**config.mk**
```make
export PLATFORM = sky130hd
export DESIGN_NAME = ram_arbiter_flat
export DESIGN_NICKNAME = d
export VERILOG_FILES = /design/src/rtl/ram_arbiter_if.sv /design/src/rtl/ram_arbiter.sv /design/src/flat_wrapper.sv
export SDC_FILE = /design/constraint.sdc
export NUM_CORES = 1
export LEC_CHECK = 0
export ABC_AREA = 1
export BUFFER_PORTS_ARGS = -buffer_cell sky130_fd_sc_hd__buf_2
export CORE_MARGIN = 2
export CORE_UTILIZATION = 36
export CTS_BUF_LIST = sky130_fd_sc_hd__clkbuf_16
export CTS_CLUSTER_DIAMETER = 30
export CTS_CLUSTER_SIZE = 12
export DETAILED_ROUTE_END_ITERATION = 10
export GPL_ROUTABILITY_DRIVEN = 0
export MAX_ROUTING_LAYER = met4
export PLACE_DENSITY_LB_ADDON = 0.05
export SETUP_SLACK_MARGIN = 0.5
export SLEW_MARGIN = 40
export SYNTH_ARGS = -nofsm -noshare
export SYNTH_HDL_FRONTEND = slang
export SYNTH_SLANG_ARGS = --single-unit
export TNS_END_PERCENT = 20
```
**constraint.sdc**
```tcl
create_clock -name clock -period 1.5 [get_ports clock]
set_clock_uncertainty 0.2 [all_clocks]
set_input_delay 0.225 -clock clock [delete_from_list [all_inputs] [get_ports clock]]
set_output_delay 0.225 -clock clock [all_outputs]
set_load 0.01 [all_outputs]
```
**src/rtl/ram_arbiter_if.sv**
```systemverilog
// Bus bundle joining the CPU port, the video fetch port and the RAM block to the arbiter.
// slave: the arbiter's view of the bundle. master: the requesters and RAM side.
interface ram_arbiter_if #(
   parameter int AW = 14
);
   logic          cpu_req;
   logic          cpu_we;
   logic [AW-1:0] cpu_a;
   logic [7:0]    cpu_d;
   logic [7:0]    cpu_q;
   logic          cpu_ack;

   logic          vid_req;
   logic [AW-1:0] vid_a;
   logic          vid_gnt;
   logic [7:0]    vid_q;
   logic          vid_valid;

   logic [AW-1:0] ram_a;
   logic [7:0]    ram_d;
   logic          ram_w;
   logic [7:0]    ram_q;

   modport slave (
      input  cpu_req, cpu_we, cpu_a, cpu_d, vid_req, vid_a, ram_q,
      output cpu_q, cpu_ack, vid_gnt, vid_q, vid_valid, ram_a, ram_d, ram_w
   );

   modport master (
      output cpu_req, cpu_we, cpu_a, cpu_d, vid_req, vid_a, ram_q,
      input  cpu_q, cpu_ack, vid_gnt, vid_q, vid_valid, ram_a, ram_d, ram_w
   );
endinterface

```
**src/rtl/ram_arbiter.sv**
```systemverilog
// Single-port RAM arbiter: video has priority, a wait counter forces a CPU slot after MAXWAIT losses.
// Read data returns exactly 2 cycles after grant; requesters hold req until granted, results are never stalled.
module ram_arbiter #(
   parameter int AW      = 14,
   parameter int MAXWAIT = 4
) (
   input  logic          clock,
   input  logic          reset,
   ram_arbiter_if.slave  bus
);
   localparam logic [3:0] WAIT_MAX = 4'(MAXWAIT);

   logic       cpu_busy;
   logic [3:0] wait_cnt;
   logic       s1_vld;
   logic       s1_cpu;
   logic       cpu_ack_r;
   logic       vid_valid_r;
   logic [7:0] cpu_q_r;
   logic [7:0] vid_q_r;

   logic cpu_elig;
   logic force_cpu;
   logic cpu_win;
   logic vid_win;

   always_comb begin
      cpu_elig  = bus.cpu_req & ~cpu_busy;
      force_cpu = cpu_elig & (wait_cnt == WAIT_MAX);
      vid_win   = bus.vid_req & ~force_cpu;
      cpu_win   = cpu_elig & ~vid_win;
   end

   // RAM write strobe is gated by reset so a held CPU write cannot corrupt memory during reset.
   assign bus.ram_a   = cpu_win ? bus.cpu_a : bus.vid_a;
   assign bus.ram_d   = bus.cpu_d;
   assign bus.ram_w   = cpu_win & bus.cpu_we & reset;
   assign bus.vid_gnt = vid_win;

   assign bus.cpu_ack   = cpu_ack_r;
   assign bus.vid_valid = vid_valid_r;
   assign bus.cpu_q     = cpu_q_r;
   assign bus.vid_q     = vid_q_r;

   always_ff @(posedge clock or negedge reset) begin
      if (!reset) begin
         cpu_busy <= 1'b0;
         wait_cnt <= 4'd0;
      end else begin
         if (cpu_win)
            cpu_busy <= 1'b1;
         else if (cpu_ack_r)
            cpu_busy <= 1'b0;

         if (cpu_win || !cpu_elig)
            wait_cnt <= 4'd0;
         else if (vid_win && wait_cnt != WAIT_MAX)
            wait_cnt <= wait_cnt + 4'd1;
      end
   end

   // Tag stage 1 follows the grant; stage 2 is the registered result and its pulse.
   always_ff @(posedge clock or negedge reset) begin
      if (!reset) begin
         s1_vld      <= 1'b0;
         s1_cpu      <= 1'b0;
         cpu_ack_r   <= 1'b0;
         vid_valid_r <= 1'b0;
         cpu_q_r     <= 8'h00;
         vid_q_r     <= 8'h00;
      end else begin
         s1_vld      <= cpu_win | vid_win;
         s1_cpu      <= cpu_win;
         cpu_ack_r   <= s1_vld & s1_cpu;
         vid_valid_r <= s1_vld & ~s1_cpu;
         if (s1_vld && s1_cpu)
            cpu_q_r <= bus.ram_q;
         if (s1_vld && !s1_cpu)
            vid_q_r <= bus.ram_q;
      end
   end
endmodule
```
**src/flat_wrapper.sv**
```systemverilog
// flat-port wrapper written by rule: the top's interface ports become plain ports
module ram_arbiter_flat 
#(
   parameter int AW      = 14,
   parameter int MAXWAIT = 4
)
  (clock, reset, bus_cpu_req, bus_cpu_we, bus_cpu_a, bus_cpu_d, bus_vid_req, bus_vid_a, bus_ram_q, bus_cpu_q, bus_cpu_ack, bus_vid_gnt, bus_vid_q, bus_vid_valid, bus_ram_a, bus_ram_d, bus_ram_w);
  ram_arbiter_if #(.AW(AW)) bus_i ();
  input  logic clock;
  input  logic reset;
  input wire logic [$bits(bus_i.cpu_req)-1:0] bus_cpu_req;
  input wire logic [$bits(bus_i.cpu_we)-1:0] bus_cpu_we;
  input wire logic [$bits(bus_i.cpu_a)-1:0] bus_cpu_a;
  input wire logic [$bits(bus_i.cpu_d)-1:0] bus_cpu_d;
  input wire logic [$bits(bus_i.vid_req)-1:0] bus_vid_req;
  input wire logic [$bits(bus_i.vid_a)-1:0] bus_vid_a;
  input wire logic [$bits(bus_i.ram_q)-1:0] bus_ram_q;
  output wire logic [$bits(bus_i.cpu_q)-1:0] bus_cpu_q;
  output wire logic [$bits(bus_i.cpu_ack)-1:0] bus_cpu_ack;
  output wire logic [$bits(bus_i.vid_gnt)-1:0] bus_vid_gnt;
  output wire logic [$bits(bus_i.vid_q)-1:0] bus_vid_q;
  output wire logic [$bits(bus_i.vid_valid)-1:0] bus_vid_valid;
  output wire logic [$bits(bus_i.ram_a)-1:0] bus_ram_a;
  output wire logic [$bits(bus_i.ram_d)-1:0] bus_ram_d;
  output wire logic [$bits(bus_i.ram_w)-1:0] bus_ram_w;
  assign bus_i.cpu_req = bus_cpu_req;
  assign bus_i.cpu_we = bus_cpu_we;
  assign bus_i.cpu_a = bus_cpu_a;
  assign bus_i.cpu_d = bus_cpu_d;
  assign bus_i.vid_req = bus_vid_req;
  assign bus_i.vid_a = bus_vid_a;
  assign bus_i.ram_q = bus_ram_q;
  assign bus_cpu_q = bus_i.cpu_q;
  assign bus_cpu_ack = bus_i.cpu_ack;
  assign bus_vid_gnt = bus_i.vid_gnt;
  assign bus_vid_q = bus_i.vid_q;
  assign bus_vid_valid = bus_i.vid_valid;
  assign bus_ram_a = bus_i.ram_a;
  assign bus_ram_d = bus_i.ram_d;
  assign bus_ram_w = bus_i.ram_w;
  ram_arbiter #(.AW(AW), .MAXWAIT(MAXWAIT)) u_core (.clock(clock), .reset(reset), .bus(bus_i));
endmodule
```
==> metrics.txt, run 1 <==
final count of pins violating max slew=0; asr flop ratio synth=100%; Synth top cells by count=nand2_1, dfrtp_1, o21ai_0; number of vias per cell=4.30; WHS=-0.220 ns; Ports=91; final worst path period share=129%; die width=just over 60 µm; leakage=0.00102 µW; Reg-to-Reg Start=u_core.wait_cnt[1]; total power=between 1000 and 1500 µW; Num CTS Buffers=3; final setup margin=-0.441 ns; first-pass GRT wire length=4.62 mm; RSZ-0062 raised after global routing=yes; Mapped Area=0.00122 mm²; Final setup viols=16; IR drop worst, VDD=0.848 mV; R2R Path End=u_core.s1_vld; Area contributors post-synth=dfrtp_1, nand2_1, o21ai_0; Post-DP HPWL=2.18 mm; Hold WC Path Type=in2async; remaining antenna violation count=0; CP Class=reg2out; CTS tree=done; CTS Sinks=25; Tmin final=1.94 ns; status=finished, violations left; Avg Inst Size Synth=8.20 µm²; top_reg_cell synth=dfrtp_1; gr ovfl total=0; Synth cell types=19; DRT Pass-1 Iters=2; power density cells=805 mW/mm²; post-layout net count=277; max cap viols=0; #FFs+latches synth=25; vias in the first global route=1,079; number of flops mapped to enable cells by yosys=0; Port Buf Inserts=74; initial antenna violation count=0; mean routed wirelength per cell=~11 µm; initial core utilization=36.9%; total number of vias=1,165; DRC errors left=0; dominant cell type by area after synthesis=dfrtp_1; number of diodes=0; Rows=21; die area=0.00388 mm²; gr busiest metal=met2; Clk Tree Root Cell=clkbuf_16; maximum clock rate=approximately 0.52 GHz; CP Data Arrival Time=1.52 ns; WP data required=1.07 ns; Reg2Reg Depth=6; Clk Latency, worst-skew pair=0.25 ns; Die Span Y=62.3 µm; sequential element share of the synthesized area=51.2%; Post-Synthesis Cells=~150; most common cell in the netlist=nand2_1; largest net degree at the start of global routing=26; Syn Nets=200; failing checks=hold timing, setup timing; Worst-Margin Slew=0.306 ns; met2 usage=28.4%; Slew HR=79.6%; # H-tree levels=1; reg2reg setup slack=0.07 ns; Detailed Route WL=2.86 mm; met3 Use GR=slightly above 5%; largest fanout on the critical path=14; Area growth syn-to-layout=50.1%; Final Hold Viols=25; core area=0.00331 mm²; Worst Setup Start Kind=register; initial DRC count=27; Synth Warn #=0; Finished Core Util=55.4%; clock buffer depth=2; clk slew on worst S/H paths=0.06 ns; Post-Route Setup TNS=-6.78 ns; share of layout cells above drive strength 1=49.8%; grt met1 use=approximately 15%; crit path capture type=output pin; Yosys top cell area share=51.2%; gr usage total=15.0%
worst max path at each step:
| stage | end | slack [ns] | startpoint |
|---|---|---|---|
| after floorplan | bus_ram_a[0] | -0.12 | u_core.wait_cnt[0] |
| after global placement | bus_ram_a[9] | -0.21 | u_core.wait_cnt[1] |
| after detailed placement | bus_ram_a[0] | -0.26 | u_core.wait_cnt[1] |
| after CTS | bus_ram_a[7] | -0.46 | u_core.wait_cnt[1] |
| after global routing | bus_ram_a[9] | -0.58 | u_core.wait_cnt[1] |
| final | bus_ram_a[7] | -0.44 | u_core.wait_cnt[1] |
report_power, final:
group	switching, µW	leakage (µW)	total, µW	internal [µW]
Sequential	12.4	0.000283	709	697
Combinational	103	0.000693	203	99.7
Clock	210	0.0000423	565	355
Total	325	0.00102	1480	1150
worst max-delay path, cell delays in order (launching register included):
cell	delay, ns
dfrtp_1	0.38
inv_1	0.06
ha_2	0.18
nand3_4	0.09
a21oi_4	0.18
buf_12	0.15
nand2_1	0.05
nand2_1	0.06
buf_2	0.12
state kept, by name, indices dropped and copies added (netlist names):
name                  flops
u_core.bus.vid_q          8
u_core.bus.cpu_ack        1
u_core.wait_cnt           4
u_core.s1_vld             1
u_core.bus.vid_valid      1
u_core.s1_cpu             1
u_core.cpu_busy           1
u_core.bus.cpu_q          8
per-stage QoR:
stage / hold slack, ns / worst slack (ns) / cells / instance area [µm²]
2_1_floorplan: -0.271 / -0.118 / 149 / 1250
3_3_place_gp: 0.0656 / -0.215 / 267 / 1680
3_5_place_dp: 0.0740 / -0.256 / 267 / 1680
4_1_cts: -0.199 / -0.464 / 271 / 1790
5_1_grt: -0.189 / -0.580 / 271 / 1830
6_report: -0.220 / -0.441 / 271 / 1830
what timing repair did:
| action | 4_1_cts | 5_1_grt |
|---|---|---|
| buffers inserted | 0 | 0 |
| pin swaps | 24 | 23 |
| gates resized for setup | 26 | 10 |
| hold endpoints to repair | 25 | 25 |
| endpoints found under the setup margin | 58 | 58 |
final cells by class:
type	count	area [µm²]
multi-input combinational	94	505
sequential	25	626
clock buffer	3	75.1
inverter	18	71.3
fill	354	1480
timing repair buffer	84	495
tap	46	57.6
clock inverter	1	3.75
layout by cell type, fill, tap and decap left out, types with 2 or more instances in the layout:
master	Yosys	final
nand2_1	61	48
inv_1	17	15
o21ai_1	0	14
o21ai_2	0	2
buf_4	8	9
buf_2	1	68
o21ai_0	18	2
clkbuf_16	0	3
inv_2	1	3
buf_6	2	6
dfrtp_1	25	25
nand2_2	0	12
nor2_1	4	4
cells by family (layout without fill, tap and decap cells):
kind of cell,after synthesis,count (layout),share of synthesized area [%]
AO/OA/AOI/OAI,20,20,9.32
XOR/XNOR,2,2,1.43
adder cells (fa/ha/maj),2,2,2.05
buffers and inverters,30,106,13.0
flip-flops,25,25,51.2
AND/OR/NAND/NOR,70,70,23.0
per-layer routing:
| metal | part of all wire, % | vias up |
|---|---|---|
| li1 | - | 598 |
| met1 | 37 | 524 |
| met2 | 55 | 37 |
| met3 | 6.8 | 6 |
| met4 | 0.73 | 0 |
| met5 | 0 | - |
Note: power is estimated with default switching activity, not from simulation.
==> inputs of run 2 (changes only) <==
- BUFFER_PORTS_ARGS: -buffer_cell sky130_fd_sc_hd__buf_2 -> -buffer_cell sky130_fd_sc_hd__buf_4
==> metrics.txt, run 2 (same netlist as run 1, synthesis figures left out) <==
status=finished, violations left; failing checks=setup timing; crit path capture type=output pin; WP buf/inv=3; number of diodes=0; Num CTS Buffers=3; Worst Setup Start Kind=register; CTS Sinks=25; slowest CP cell=dfrtp_1; commonest non-fill, non-tap cells in the layout=buf_4, nand2_1, dfrtp_1; Detailed Route WL=3.05 mm; Post-Place Worst Slack=-0.285 ns; DRC errors left=0; most frequent CP cell=nand2_1; initial core utilization=36.9%; final worst path period share=130%; vias in the first global route=1,196; gr usage total=17.5%; core area=0.00331 mm²; Post-Route Setup TNS=-7.03 ns; power density cells=740 mW/mm²; WHS=between 0.03 and 0.04 ns; clock buffer depth=2; maximum clock rate=0.511 GHz; Clk Tree Root Cell=clkbuf_16; Rows=21; Final Hold Viols=0; WP data required=between 1 and 1.5 ns; Non-Filler Instances=275; DRT Pass-1 Iters=5; Area growth syn-to-layout=70.4%; Die Span Y=around 62 µm; die area=0.00388 mm²; final count of pins violating max slew=0; # H-tree levels=1; CP Data Arrival Time=1.53 ns; Hold WC Path Type=in2reg; largest fanout on the critical path=14; Worst-Margin Slew=0.265 ns; Clk Latency, worst-skew pair=0.25 ns; most common cell after layout, fill and taps aside=buf_4; number of vias per cell=roughly 4.3; Slew HR=82.3%; total number of vias=1,188; Port Buf Inserts=74; initial DRC count=26; leakage=0.00112 µW; gr ovfl total=0; post-layout net count=281; share of layout cells above drive strength 1=49.3%; first-pass GRT wire length=5.33 mm; total power=1540 µW; initial antenna violation count=0; DP Cell Count=267; Tmin final=1.96 ns; Post-DP HPWL=2.36 mm; CTS tree=done; die width=62.3 µm; clk slew on worst S/H paths=0.06 ns; IR drop worst, VDD=between 0.7 and 0.8 mV; mean routed wirelength per cell=11.1 µm; Ports=91; final setup margin=-0.456 ns; CP Cell Sequence=inv_1, ha_2, nand3_4, a21oi_4, buf_12, nand2_1, nand2_1, buf_4; CP Class=reg2out; family with the most delay on the worst path=flip-flops; max cap viols=0; remaining antenna violation count=0; Final setup viols=16; RSZ-0062 raised after global routing=yes; largest net degree at the start of global routing=26; Largest stage delay, worst path=approximately 0.38 ns
[run 2: metrics by stage]
step,util (%),area (µm²)
4_1_cts,61.9,2050
6_report,62.9,2080
3_3_place_gp,56.2,1860
3_5_place_dp,56.2,1860
2_1_floorplan,-,1250
5_1_grt,62.9,2080
[run 2: final cells by class]
| cell class | count | area (µm²) |
|---|---|---|
| Clock buffer | 3 | 75.1 |
| Clock inverter | 1 | 5.00 |
| Fill cell | 301 | 1230 |
| Inverter | 18 | 71.3 |
| Multi-Input combinational cell | 94 | 493 |
| Sequential cell | 25 | 627 |
| Tap cell | 46 | 57.6 |
| Timing Repair Buffer | 88 | 754 |
[run 2: final timing paths]
| path | startpoint | to | slack (ns) | cells after the start |
|---|---|---|---|---|
| worst min-delay path | bus_ram_q[5] | u_core.bus.cpu_q[5] | 0.04 | 3 |
| worst max register to register | u_core.wait_cnt[1] | u_core.s1_vld | 0.06 | 6 |
| worst max-delay path | u_core.wait_cnt[1] | bus_ram_a[12] | -0.46 | 8 |
| worst min register to register | u_core.s1_cpu | u_core.bus.vid_valid | 0.29 | 1 |
| min in group asynchronous | reset | u_core.bus.vid_valid | 0.29 | 3 |
| max in group asynchronous | reset | u_core.s1_cpu | 0.60 | 3 |
[run 2: tightest hold or removal path: stages]
cell and delay (ns):
buf_4 0.07, inv_1 0.04, o21ai_1 0.12
[run 2: timing repair]
item / in CTS / in global routing
gates resized for setup: 44 / 4
endpoints found under the hold margin: 25 / 0
hold buffers: 1 / 0
pin swaps: 22 / 10
buffers inserted: 0 / 3
setup endpoints to repair: 58 / 83
[run 2: per-layer routing]
layer	vias up	share of wire [%]	track usage [%]
met4	0	1.2	4.72
met2	35	54	31.1
met3	8	7.4	6.34
met1	534	37	18.3
met5	-	0	-
li1	611	-	-
[run 2: where the power goes]
part / total, µW / leakage (µW) / internal [µW] / switching (µW)
sequential: 713 / 0.000281 / 697 / 16.7
combinational: 256 / 0.000794 / 155 / 102
clock: 573 / 0.0000409 / 358 / 214
total: 1540 / 0.00112 / 1210 / 333
